File: config.mk
export PLATFORM = sky130hd
export DESIGN_NAME = fpu_arbiter
export DESIGN_NICKNAME = d
export VERILOG_FILES = /design/src/rtl/fpu_arbiter.sv
export SDC_FILE = /design/constraint.sdc
export NUM_CORES = 1
export LEC_CHECK = 0
export BUFFER_PORTS_ARGS = -buffer_cell sky130_fd_sc_hd__buf_2
export CAP_MARGIN = 20
export CORE_UTILIZATION = 45
export DETAILED_ROUTE_END_ITERATION = 8
export GPL_ROUTABILITY_DRIVEN = 0
export PLACE_DENSITY_LB_ADDON = 0.05
export SLEW_MARGIN = 20
export SYNTH_ARGS = -nofsm -noshare
export SYNTH_HDL_FRONTEND = slang
export SYNTH_SLANG_ARGS = --single-unit
File: constraint.sdc
create_clock -name clk -period 2.2 [get_ports clk]
set_input_delay 0.22 -clock clk [delete_from_list [all_inputs] [get_ports clk]]
set_output_delay 0.22 -clock clk [all_outputs]
set_load 0.02 [all_outputs]
File: src/rtl/fpu_arbiter.sv
// Round-robin arbiter sharing one fixed-latency FPU between two requesters.
// Operands are registered at grant; the FPU result is captured LAT cycles later.
module fpu_arbiter #(
    parameter int unsigned LAT = 2
) (
    input  logic        clk,
    input  logic        reset,
    input  logic        req0_valid,
    output logic        req0_ready,
    input  logic [31:0] req0_a,
    input  logic [31:0] req0_b,
    input  logic [1:0]  req0_op,
    input  logic        req1_valid,
    output logic        req1_ready,
    input  logic [31:0] req1_a,
    input  logic [31:0] req1_b,
    input  logic [1:0]  req1_op,
    output logic        resp0_valid,
    input  logic        resp0_ready,
    output logic        resp1_valid,
    input  logic        resp1_ready,
    output logic [31:0] resp_data,
    output logic [31:0] fpu_a,
    output logic [31:0] fpu_b,
    output logic [1:0]  fpu_ctrl,
    input  logic [31:0] fpu_result,
    output logic        busy
);

    localparam logic [3:0] CntLast = 4'(LAT - 1);

    typedef enum logic [1:0] {StIdle, StExec, StResp} stateT;

    stateT       stateQ, stateD;
    logic        ptrQ, ptrD;
    logic        grantQ, grantD;
    logic [3:0]  cntQ, cntD;
    logic [31:0] opAQ, opAD;
    logic [31:0] opBQ, opBD;
    logic [1:0]  opCtrlQ, opCtrlD;
    logic [31:0] respDataQ, respDataD;
    logic        grantSel;
    logic        respAck;

    always_comb begin
        stateD     = stateQ;
        ptrD       = ptrQ;
        grantD     = grantQ;
        cntD       = cntQ;
        opAD       = opAQ;
        opBD       = opBQ;
        opCtrlD    = opCtrlQ;
        respDataD  = respDataQ;
        req0_ready = 1'b0;
        req1_ready = 1'b0;
        // The pointer only matters on contention; a lone requester always wins.
        grantSel   = (req0_valid && req1_valid) ? ptrQ : req1_valid;
        respAck    = grantQ ? resp1_ready : resp0_ready;

        case (stateQ)
            StIdle: begin
                if ((req0_valid || req1_valid) && !reset) begin
                    req0_ready = !grantSel;
                    req1_ready = grantSel;
                    grantD     = grantSel;
                    opAD       = grantSel ? req1_a  : req0_a;
                    opBD       = grantSel ? req1_b  : req0_b;
                    opCtrlD    = grantSel ? req1_op : req0_op;
                    cntD       = 4'd0;
                    stateD     = StExec;
                end
            end
            StExec: begin
                cntD = cntQ + 4'd1;
                if (cntQ == CntLast) begin
                    respDataD = fpu_result;
                    stateD    = StResp;
                end
            end
            StResp: begin
                if (respAck) begin
                    ptrD   = !grantQ;
                    stateD = StIdle;
                end
            end
            default: stateD = StIdle;
        endcase
    end

    always_ff @(posedge clk) begin
        if (reset) begin
            stateQ    <= StIdle;
            ptrQ      <= 1'b0;
            grantQ    <= 1'b0;
            cntQ      <= 4'd0;
            opAQ      <= 32'd0;
            opBQ      <= 32'd0;
            opCtrlQ   <= 2'd0;
            respDataQ <= 32'd0;
        end else begin
            stateQ    <= stateD;
            ptrQ      <= ptrD;
            grantQ    <= grantD;
            cntQ      <= cntD;
            opAQ      <= opAD;
            opBQ      <= opBD;
            opCtrlQ   <= opCtrlD;
            respDataQ <= respDataD;
        end
    end

    assign resp0_valid = (stateQ == StResp) && !grantQ;
    assign resp1_valid = (stateQ == StResp) && grantQ;
    assign resp_data   = respDataQ;
    assign fpu_a       = opAQ;
    assign fpu_b       = opBQ;
    assign fpu_ctrl    = opCtrlQ;
    assign busy        = (stateQ != StIdle);

endmodule

==> impl_metrics.csv <==
group,metric,value,unit
run_status,status,"finished clean",
synth,synth.area.top_cells,"dfxtp_1 41%, nand3b_1 10%, a21oi_1 9.9%, o21ai_0 9.6%, a311oi_2 8.4%",
critical_path,cp_max_fo,69,
layout,layout-drive-gt1-share,41.9,%
clock_network,post-cts-setup-buffers,0,
synth,synth_nets,766,
pwr,ir_drop,0.000475,V
synth,synthTopCellsByCount,"106 x dfxtp_1, 103 x a21oi_1, 100 x o21ai_0, 70 x nand3b_1, 57 x clkbuf_1",
critical_path,start_kind,"register",
place,port_buffers,272,
routing,via_count,5541,
synth,async_reset_ff_share,0,%
synth,synth.most_common_cell,"dfxtp_1",
synth,syn-mean-instance-area,8.75,um2
sta,report.final.slew_viol_count,0,
die,rows,38,
routing,drtIter0Drc,431,
layout,nets,984,
pwr,p_per_area,835,nW/um2
critical_path,timing.rr.start,"cntQ[0]$_SDFFE_PP0P_",
clock_network,cts_tree,"yes",
sta,finalClockSkew,0.00569,ns
clock_network,clkLatencyLatePin,0.35,ns
sta,setup_violations,0,
critical_path,r2r_cells,4,
critical_path,endpoint_kind,"output pin",
critical_path,criticalPathCategory,"register to output pin",
routing,wl_per_cell,17.0,um
critical_path,worstPathRequired,1.98,ns
clock_network,ctsLongestPathBuffers,2,
clock_network,cts_root_buf,"clkbuf_16",
synth,ys.flop_type,"dfxtp_1",
die,die_w,109,um
sta,fmax,491,MHz
synth,syn_area,5200,um2
clock_network,cts_repair_resize_count,0,
critical_path,startpoint,"stateQ[1]$_SDFFE_PP0P_",
synth,yosysUniqueCellTypes,36,
die,coreArea,11000,um2
routing,dr.pass1.iters,5,
sta,grt_setup_unrepaired,"false",
global_routing,track_usage,26.3,%
clock_network,clock-sinks,106,
critical_path,r2r_setup_slack,0.41,ns
routing,ant_nets,0,
critical_path,arrival,1.82,ns
job,cap_violations,0,
global_routing,grt_pass1_wl,24700,um
global_routing,overflow,0,
clock_network,cts_hold_buf,0,
synth,syn_inst,594,
synth,ys_seq_area_share,40.8,%
layout,area_growth,31.8,%
synth,synth_seq_cells,106,
die,start_util,47.1,%
place,hpwl,10900,um
synth,synth_top_cell_by_area,"dfxtp_1",
sta,relSlewSlack,48.6,%
synth,synth_edf_count,0,
synth,netlist.area_leader.share,40.8,%
layout,utilization,62.1,%
routing,vias_per_cell,5.78,
die,io_pins,273,
min_path,hold_path.class,"input pin to register",
clock_network,clk_pin_slew,0.07,ns
sta,finalHoldViolCount,0,
sta,finalCritPeriodShare,92.6,%
critical_path,r2r_end,"resp_data[29]$_SDFFE_PP0P_",
routing,routed_wl,16300,um
global_routing,antenna_found_initial,1,
clock_network,cts_made_buffers,9,
critical_path,worstSetupEndpoint,"req1_ready",
sta,finalCriticalPeriod,2.04,ns
sta,fin_setup_tns,0,ns
synth,ys_warn_count,0,
sta,tightest_slew,0.771,ns
global_routing,grt_pass1_vias,4896,
pwr,leakagePower,2.83,nW
global_routing,grt_max_degree,107,
die,die-area,12000,um2
clock_network,cts_max_level,3,
routing,drc_errors,0,
die,fp.dieH,109,um
-- layout by cell type (no fill, tap or decap), types with 2 or more instances in the layout --
cell type,Yosys,layout
buf_12,0,4
nand3_1,34,34
a311oi_2,29,29
o21ai_0,100,100
ha_1,2,2
inv_1,2,2
o31ai_1,2,2
nand2_1,3,3
buf_4,3,12
or2_2,1,2
clkbuf_16,0,9
nor2_1,2,2
a311oi_1,37,37
buf_2,9,271
nand2b_1,3,3
nand3b_1,70,70
and3b_1,2,2
a21oi_1,103,103
clkinv_2,0,3
dfxtp_1,106,106
clkinv_4,0,2
-- metrics by stage --
| step | setup slack (ns) | total power [W] | hold WS, ns | cells | cell area (um2) |
|---|---|---|---|---|---|
| 6_report | 0.162 | 0.00573 | 0.123 | 958 | 6850 |
| 5_1_grt | 0.0576 | 0.00604 | 0.117 | 958 | 6850 |
| 4_1_cts | 0.148 | 0.00577 | 0.109 | 957 | 6850 |
| 3_5_place_dp | 0.416 | 0.00416 | 0.465 | 941 | 6560 |
| 3_3_place_gp | 0.500 | 0.00412 | 0.455 | 941 | 6560 |
| 2_1_floorplan | 0.555 | 0.00357 | 0.368 | 594 | 5200 |
-- state kept, by name (all words and copies together), names as in the netlist --
| signal | flops |
|---|---|
| grantQ | 1 |
| resp_data | 32 |
| fpu_b | 32 |
| cntQ | 4 |
| fpu_ctrl | 2 |
| stateQ | 2 |
| ptrQ | 1 |
| fpu_a | 32 |
-- worst max-delay path, cell delays in order (launching register included) --
cell	delay (ns)
dfxtp_1	0.44
nor3_4	0.29
buf_12	0.32
nand3b_1	0.14
inv_1	0.08
buf_2	0.16
-- per-layer routing --
metal / up-vias / global-route usage, % / part of all wire, %
li1: 2688 / - / -
met1: 2608 / 32.1 / 41
met2: 220 / 44.3 / 49
met3: 25 / 6.34 / 7.7
met4: 0 / 10.9 / 2.4
met5: - / 0 / 0
-- area by class of cell --
type	count	area, um2
inverters	3	11.3
diodes	1	2.50
clock inverters	7	70.1
multi-input cells	405	2720
well taps	140	175
fillers	950	4180
repair buffers	287	1530
clock buffers	9	225
flip-flops and latches	106	2120
-- power by group --
group,switching (W),internal (W)
registers,0.000141,0.00215
clock network,0.000726,0.000881
logic,0.00114,0.000693
total,0.00200,0.00372
-- worst min-delay path by stage --
stage	slack, ns	end	depth (start not counted)	from
finish	0.12	resp_data[16]$_SDFFE_PP0P_	3	fpu_result[16]
global route	0.12	resp_data[4]$_SDFFE_PP0P_	3	fpu_result[4]
CTS	0.11	resp_data[12]$_SDFFE_PP0P_	3	fpu_result[12]
detailed placement	0.47	resp_data[18]$_SDFFE_PP0P_	2	resp_data[18]$_SDFFE_PP0P_
global placement	0.46	resp_data[16]$_SDFFE_PP0P_	2	resp_data[16]$_SDFFE_PP0P_
floorplan	0.37	resp_data[0]$_SDFFE_PP0P_	2	fpu_result[0]
-- logic make-up (layout without fill, tap and decap cells) --
family	count (synthesis)	in the layout	share of synthesized area, %
buffers and inverters	83	306	7.17
DFF	106	106	40.8
AOI/OAI and AO/OA	275	275	35.0
muxes	1	1	0.193
and+or+nand+nor	127	127	16.3
adders and majority gates	2	2	0.481
other	0	1	0
No activity file was read; power rests on OpenSTA's default activity.
